$ cat src/rtl/approx_mult_error_monitor.sv
// Error-statistics monitor for an unsigned 8x8 approximate multiplier: recomputes the exact
// product and accumulates sum/max error distance, error count and signed bias over 2^WIN_LOG2 samples.
module approx_mult_error_monitor #(
    parameter int WIN_LOG2 = 8,
    parameter int ACC_W    = 16 + WIN_LOG2
) (
    input  logic                clk,
    input  logic                rst_n,
    input  logic                start,
    input  logic                in_valid,
    output logic                in_ready,
    input  logic [7:0]          x,
    input  logic [7:0]          y,
    input  logic [15:0]         z_apx,
    output logic                busy,
    output logic                res_valid,
    input  logic                res_ready,
    output logic [ACC_W-1:0]    sum_ed,
    output logic [15:0]         max_ed,
    output logic [WIN_LOG2:0]   err_cnt,
    output logic [ACC_W:0]      bias,
    output logic [1:0]          fsm_state
);
    // Handshakes: a sample transfers on a rising edge with in_valid && in_ready; a result
    // transfers on a rising edge with res_valid && res_ready. Neither valid waits on ready.
    typedef enum logic [1:0] {IDLE, RUN, DRAIN, DONE} state_t;

    state_t            state, state_nxt;
    logic [WIN_LOG2:0] cnt;
    logic              accept, last_accept, clear;

    logic              v1, v2;
    logic [7:0]        x1, y1;
    logic [15:0]       z1;
    logic [16:0]       d2;
    logic [15:0]       ed2;
    logic              ne2;

    logic [15:0]       exact;
    logic [16:0]       d, neg_d;
    logic [15:0]       ed;

    assign in_ready    = (state == RUN);
    assign busy        = (state == RUN) || (state == DRAIN);
    assign res_valid   = (state == DONE);
    assign fsm_state   = state;
    assign accept      = in_valid && in_ready;
    assign last_accept = accept && (cnt == {1'b0, {WIN_LOG2{1'b1}}});
    assign clear       = (state == IDLE) && start;

    always_ff @(posedge clk or negedge rst_n) begin
        if (!rst_n) state <= IDLE;
        else        state <= state_nxt;
    end

    always_comb begin
        state_nxt = state;
        case (state)
            IDLE:    if (start) state_nxt = RUN;
            RUN:     if (last_accept) state_nxt = DRAIN;
            DRAIN:   if (!v1 && !v2) state_nxt = DONE;
            DONE:    if (res_ready) state_nxt = IDLE;
            default: state_nxt = IDLE;
        endcase
    end

    always_ff @(posedge clk or negedge rst_n) begin
        if (!rst_n)      cnt <= '0;
        else if (clear)  cnt <= '0;
        else if (accept) cnt <= cnt + {{WIN_LOG2{1'b0}}, 1'b1};
    end

    // Stage 1: capture the accepted sample.
    always_ff @(posedge clk or negedge rst_n) begin
        if (!rst_n) begin
            v1 <= 1'b0;
            x1 <= '0;
            y1 <= '0;
            z1 <= '0;
        end else begin
            v1 <= accept;
            if (accept) begin
                x1 <= x;
                y1 <= y;
                z1 <= z_apx;
            end
        end
    end

    // Signed difference is 17 bits so both +65535 and -65535 are representable.
    assign exact = {8'd0, x1} * {8'd0, y1};
    assign d     = {1'b0, z1} - {1'b0, exact};
    assign neg_d = 17'd0 - d;
    assign ed    = d[16] ? neg_d[15:0] : d[15:0];

    always_ff @(posedge clk or negedge rst_n) begin
        if (!rst_n) begin
            v2  <= 1'b0;
            d2  <= '0;
            ed2 <= '0;
            ne2 <= 1'b0;
        end else begin
            v2 <= v1;
            if (v1) begin
                d2  <= d;
                ed2 <= ed;
                ne2 <= (d != 17'd0);
            end
        end
    end

    // Stage 3: accumulate; the window clear happens on the IDLE->RUN edge.
    always_ff @(posedge clk or negedge rst_n) begin
        if (!rst_n) begin
            sum_ed  <= '0;
            max_ed  <= '0;
            err_cnt <= '0;
            bias    <= '0;
        end else if (clear) begin
            sum_ed  <= '0;
            max_ed  <= '0;
            err_cnt <= '0;
            bias    <= '0;
        end else if (v2) begin
            sum_ed  <= sum_ed + {{(ACC_W-16){1'b0}}, ed2};
            bias    <= bias + {{(ACC_W-16){d2[16]}}, d2};
            err_cnt <= err_cnt + {{WIN_LOG2{1'b0}}, ne2};
            if (ed2 > max_ed) max_ed <= ed2;
        end
    end
endmodule

$ cat config.mk
export PLATFORM = sky130hd
export DESIGN_NAME = approx_mult_error_monitor
export DESIGN_NICKNAME = d
export VERILOG_FILES = /design/src/rtl/approx_mult_error_monitor.sv
export SDC_FILE = /design/constraint.sdc
export NUM_CORES = 1
export LEC_CHECK = 0
export ABC_AREA = 1
export CORE_AREA = 2 2 151 153
export CTS_CLUSTER_DIAMETER = 200
export DETAILED_ROUTE_END_ITERATION = 10
export DIE_AREA = 0 0 153 155
export PLACE_DENSITY = 0.82
export SYNTH_ARGS = -nofsm -noshare
export SYNTH_HDL_FRONTEND = slang
export SYNTH_SLANG_ARGS = --single-unit
$ cat constraint.sdc
create_clock -name clk -period 11.1 [get_ports clk]
set_input_delay 2.22 -clock clk [delete_from_list [all_inputs] [get_ports clk]]
set_output_delay 2.22 -clock clk [all_outputs]
set_load 0.02 [all_outputs]
==> summary.txt <==
Status
  – Run status: finished, final reports clean

Routing
  – Drt total wl: 29800 um
  – DRT antenna net count: 0
  – Vias: 10854
  – DRT Pass-1 Iters: 5
  – DRC violation total after the first TritonRoute iteration: 645
  – Vias per cell: 5.31
  – Post-route DRC: 0
  – Post-DR wirelength/cell: 14.6 um

Cells and area
  – Final Core Density: 62.7%
  – Fin nets: 1939
  – Share of cells above drive strength 1: 4.04%
  – Layout area overhead: 16.4%
  – # diodes: 0
  – Commonest non-fill, non-tap cell in the layout: nand2_1
  – Commonest non-fill, non-tap cells in the layout: nand2_1 (495), inv_1 (262), dfrtp_1 (152)

Flow run
  – MaxCap Viol Count: 0

Synth
  – Yosys cell types: 45
  – Largest family of logic cells by synthesized area: simple AND/OR/NAND/NOR gates
  – Post-Syn Area: 12000 sq um
  – Post-synthesis adder-cell area fraction: 19.5%
  – Yosys Warn Count: 0
  – Multiplexer share of the synthesized area: 0%
  – Syn Area/Cell: 7.23 sq um
  – Net Count, Synth: 1847
  – Cells after Synth: 1654
  – Share of the synthesized area in the top cell type: 31.8%
  – XOR/XNOR share of the synthesized area: 0.659%
  – Synthesized flop and latch total: 152
  – Area leader, netlist: dfrtp_1
  – Compound-Gate Fraction of Synth Area: 10.3%
  – Simple-Gate Fraction of Synth Area: 27.7%
  – Largest cells by area after synthesis: dfrtp_1 (32%), nand2_1 (16%), ha_1 (11%)
  – Sequential share of the synthesized area: 31.8%

Clock network
  – Worst-path clk slew: 0.07 ns
  – CTS tree: yes
  – Clock Tree Root: clkbuf_16
  – Post-CTS sizing: 0
  – Clk buf depth: 2
  – Cts bufs inserted: 17
  – Clock Latency Late Sink: 0.44 ns
  – H-tree level count: 4
  – Post-CTS Repair Setup Buffers: 0
  – CTS Hold Buffers Added: 0
  – Clk sink count: 152

Die
  – Chip Width: 153 um
  – Core ar.: 22200 sq um
  – IO Count: 116
  – Die area: 23700 sq um
  – Initial Util: 53.8%
  – Die height: 155 um
  – Rows: 55

Worst setup path
  – Crit Path Class: flop to flop
  – Crit-path slowest cell: fa_1
  – Worst-path cell chain: nand2_1 > inv_1 > fa_1 > fa_1 > inv_1 > fa_1 > inv_1 > fa_1 > inv_1 > ha_1 > nand2_2 > inv_1 > a21oi_1 > nand3_2 > a21boi_0 > nand2_1 > nand2_2 > nand2_1 > nand3_1 > o211ai_2
  – Worst setup EP type: flop
  – Startpoint Class: flop
  – Crit path top cell by count: inv_1
  – Critical path arrival: 5.19 ns
  – CP Max Fanout: 21
  – CP Buf/Inv Count: 5
  – CP delay by family, top: adder cells
  – Largest stage delay, worst path: 0.55 ns
  – Reg2reg setup slack: 6.22 ns
  – WP data required: 11.42 ns

Timing
  – Max_slew headroom: 43.3%
  – Final Max Tran Viols: 0
  – Crit share post-route: 43.9%
  – Final Critical Period: 4.88 ns
  – Setup_tns: 0 ns
  – Final Skew: 0.00979 ns
  – Fmax: 205 MHz
  – RSZ-0062 raised after global routing: no
  – Final hold violations: 0
  – Slew @ Worst Pin: 0.850 ns
  – Final setup viols: 0

Global routing
  – Remaining Overflow, GRT: 0
  – Largest net degree at the start of global routing: 89
  – Vias in the first global route: 10629
  – First-pass GRT wire length: 49900 um
  – Total global-route track usage: 25.8%
  – Initial antenna violation count: 0

Place
  – GPL Wtd Cong: 0.888
  – IO Port Bufs: 115
  – Detailed placer's ending HPWL: 22900 um

Hold path
  – Hold crit path type: flop to flop
==> kinds of logic after synthesis <==
| logic type | Yosys count |
|---|---|
| flops | 152 |
| simple gates | 796 |
| buf+inv | 315 |
| fa+ha+maj | 156 |
| xor+xnor | 9 |
| compound gates | 226 |
==> worst reg2reg max path, stage by stage (launching register included) <==
cell	delay, ns
dfrtp_1	0.49
nand2_1	0.11
inv_1	0.06
fa_1	0.50
fa_1	0.54
inv_1	0.06
fa_1	0.55
inv_1	0.07
fa_1	0.54
inv_1	0.04
ha_1	0.35
nand2_2	0.12
inv_1	0.05
a21oi_1	0.23
nand3_2	0.13
a21boi_0	0.18
nand2_1	0.08
nand2_2	0.32
nand2_1	0.15
nand3_1	0.11
o211ai_2	0.08
==> registers in the layout, indices dropped and copies added (netlist names) <==
name / count
bias: 25
cnt: 9
d2: 17
ed2: 15
err_cnt: 9
fsm_state: 2
max_ed: 16
ne2: 1
sum_ed: 24
v1: 1
v2: 1
x1: 8
y1: 8
z1: 16
==> through the flow <==
step | cells | worst slack, ns | cell area (sq um) | hold slack (ns)
after floorplan | 1654 | 6.71 | 12000 | 0.379
after global placement | 2012 | 6.43 | 13300 | 0.470
after detailed placement | 2012 | 6.28 | 13300 | 0.479
after CTS | 2044 | 6.25 | 13900 | 0.495
after global routing | 2044 | 5.90 | 13900 | 0.522
final | 2044 | 6.22 | 13900 | 0.488
==> cell type report <==
class / instances / area [sq um]
well taps: 285 / 357
repair buffers: 122 / 1200
multi-input cells: 1187 / 6960
clock buffers: 17 / 425
inverters: 266 / 998
flip-flops and latches: 152 / 3800
clock inverters: 15 / 188
fillers: 1941 / 8290
==> per-layer routing <==
layer	wire length [um]	GRT usage [%]	up-vias
met5	0	0	-
met4	997	10.3	0
met1	12900	32.0	5048
met2	14600	45.3	297
li1	-	-	5448
met3	1370	4.18	61
==> worst paths after layout <==
| check | start | to | cells past startpoint |
|---|---|---|---|
| min in group asynchronous | rst_n | bias[18] | 1 |
| min | d2[8] | d2[8] | 1 |
| max reg2reg | y1[7] | ed2[9] | 20 |
| max | y1[7] | ed2[9] | 20 |
| min reg2reg | d2[8] | d2[8] | 1 |
| max in group asynchronous | rst_n | cnt[3] | 2 |
==> synthesized netlist by cell type (all sizes together) <==
cell       n
a22o       4
clkbuf    40
nand2    511
o2111ai    1
nor3      19
o211ai     2
a31oi      3
and2       2
xnor2      2
nor4       3
fa        51
inv      264
or2        3
o21a       4
and3       1
o22ai      3
o221ai     1
nor2     129
clkinv     2
o31ai      4
buf        9
nand3     89
nand2b     1
dfrtp    152
xor2       7
a21boi     2
a32o       2
o21ai    102
a211oi     3
a21o       4
nand4     32
nand3b     6
ha       105
a21oi     91
Power is not shown: default switching activity piles up to over one toggle a cycle in this logic, so the estimate is an artifact.
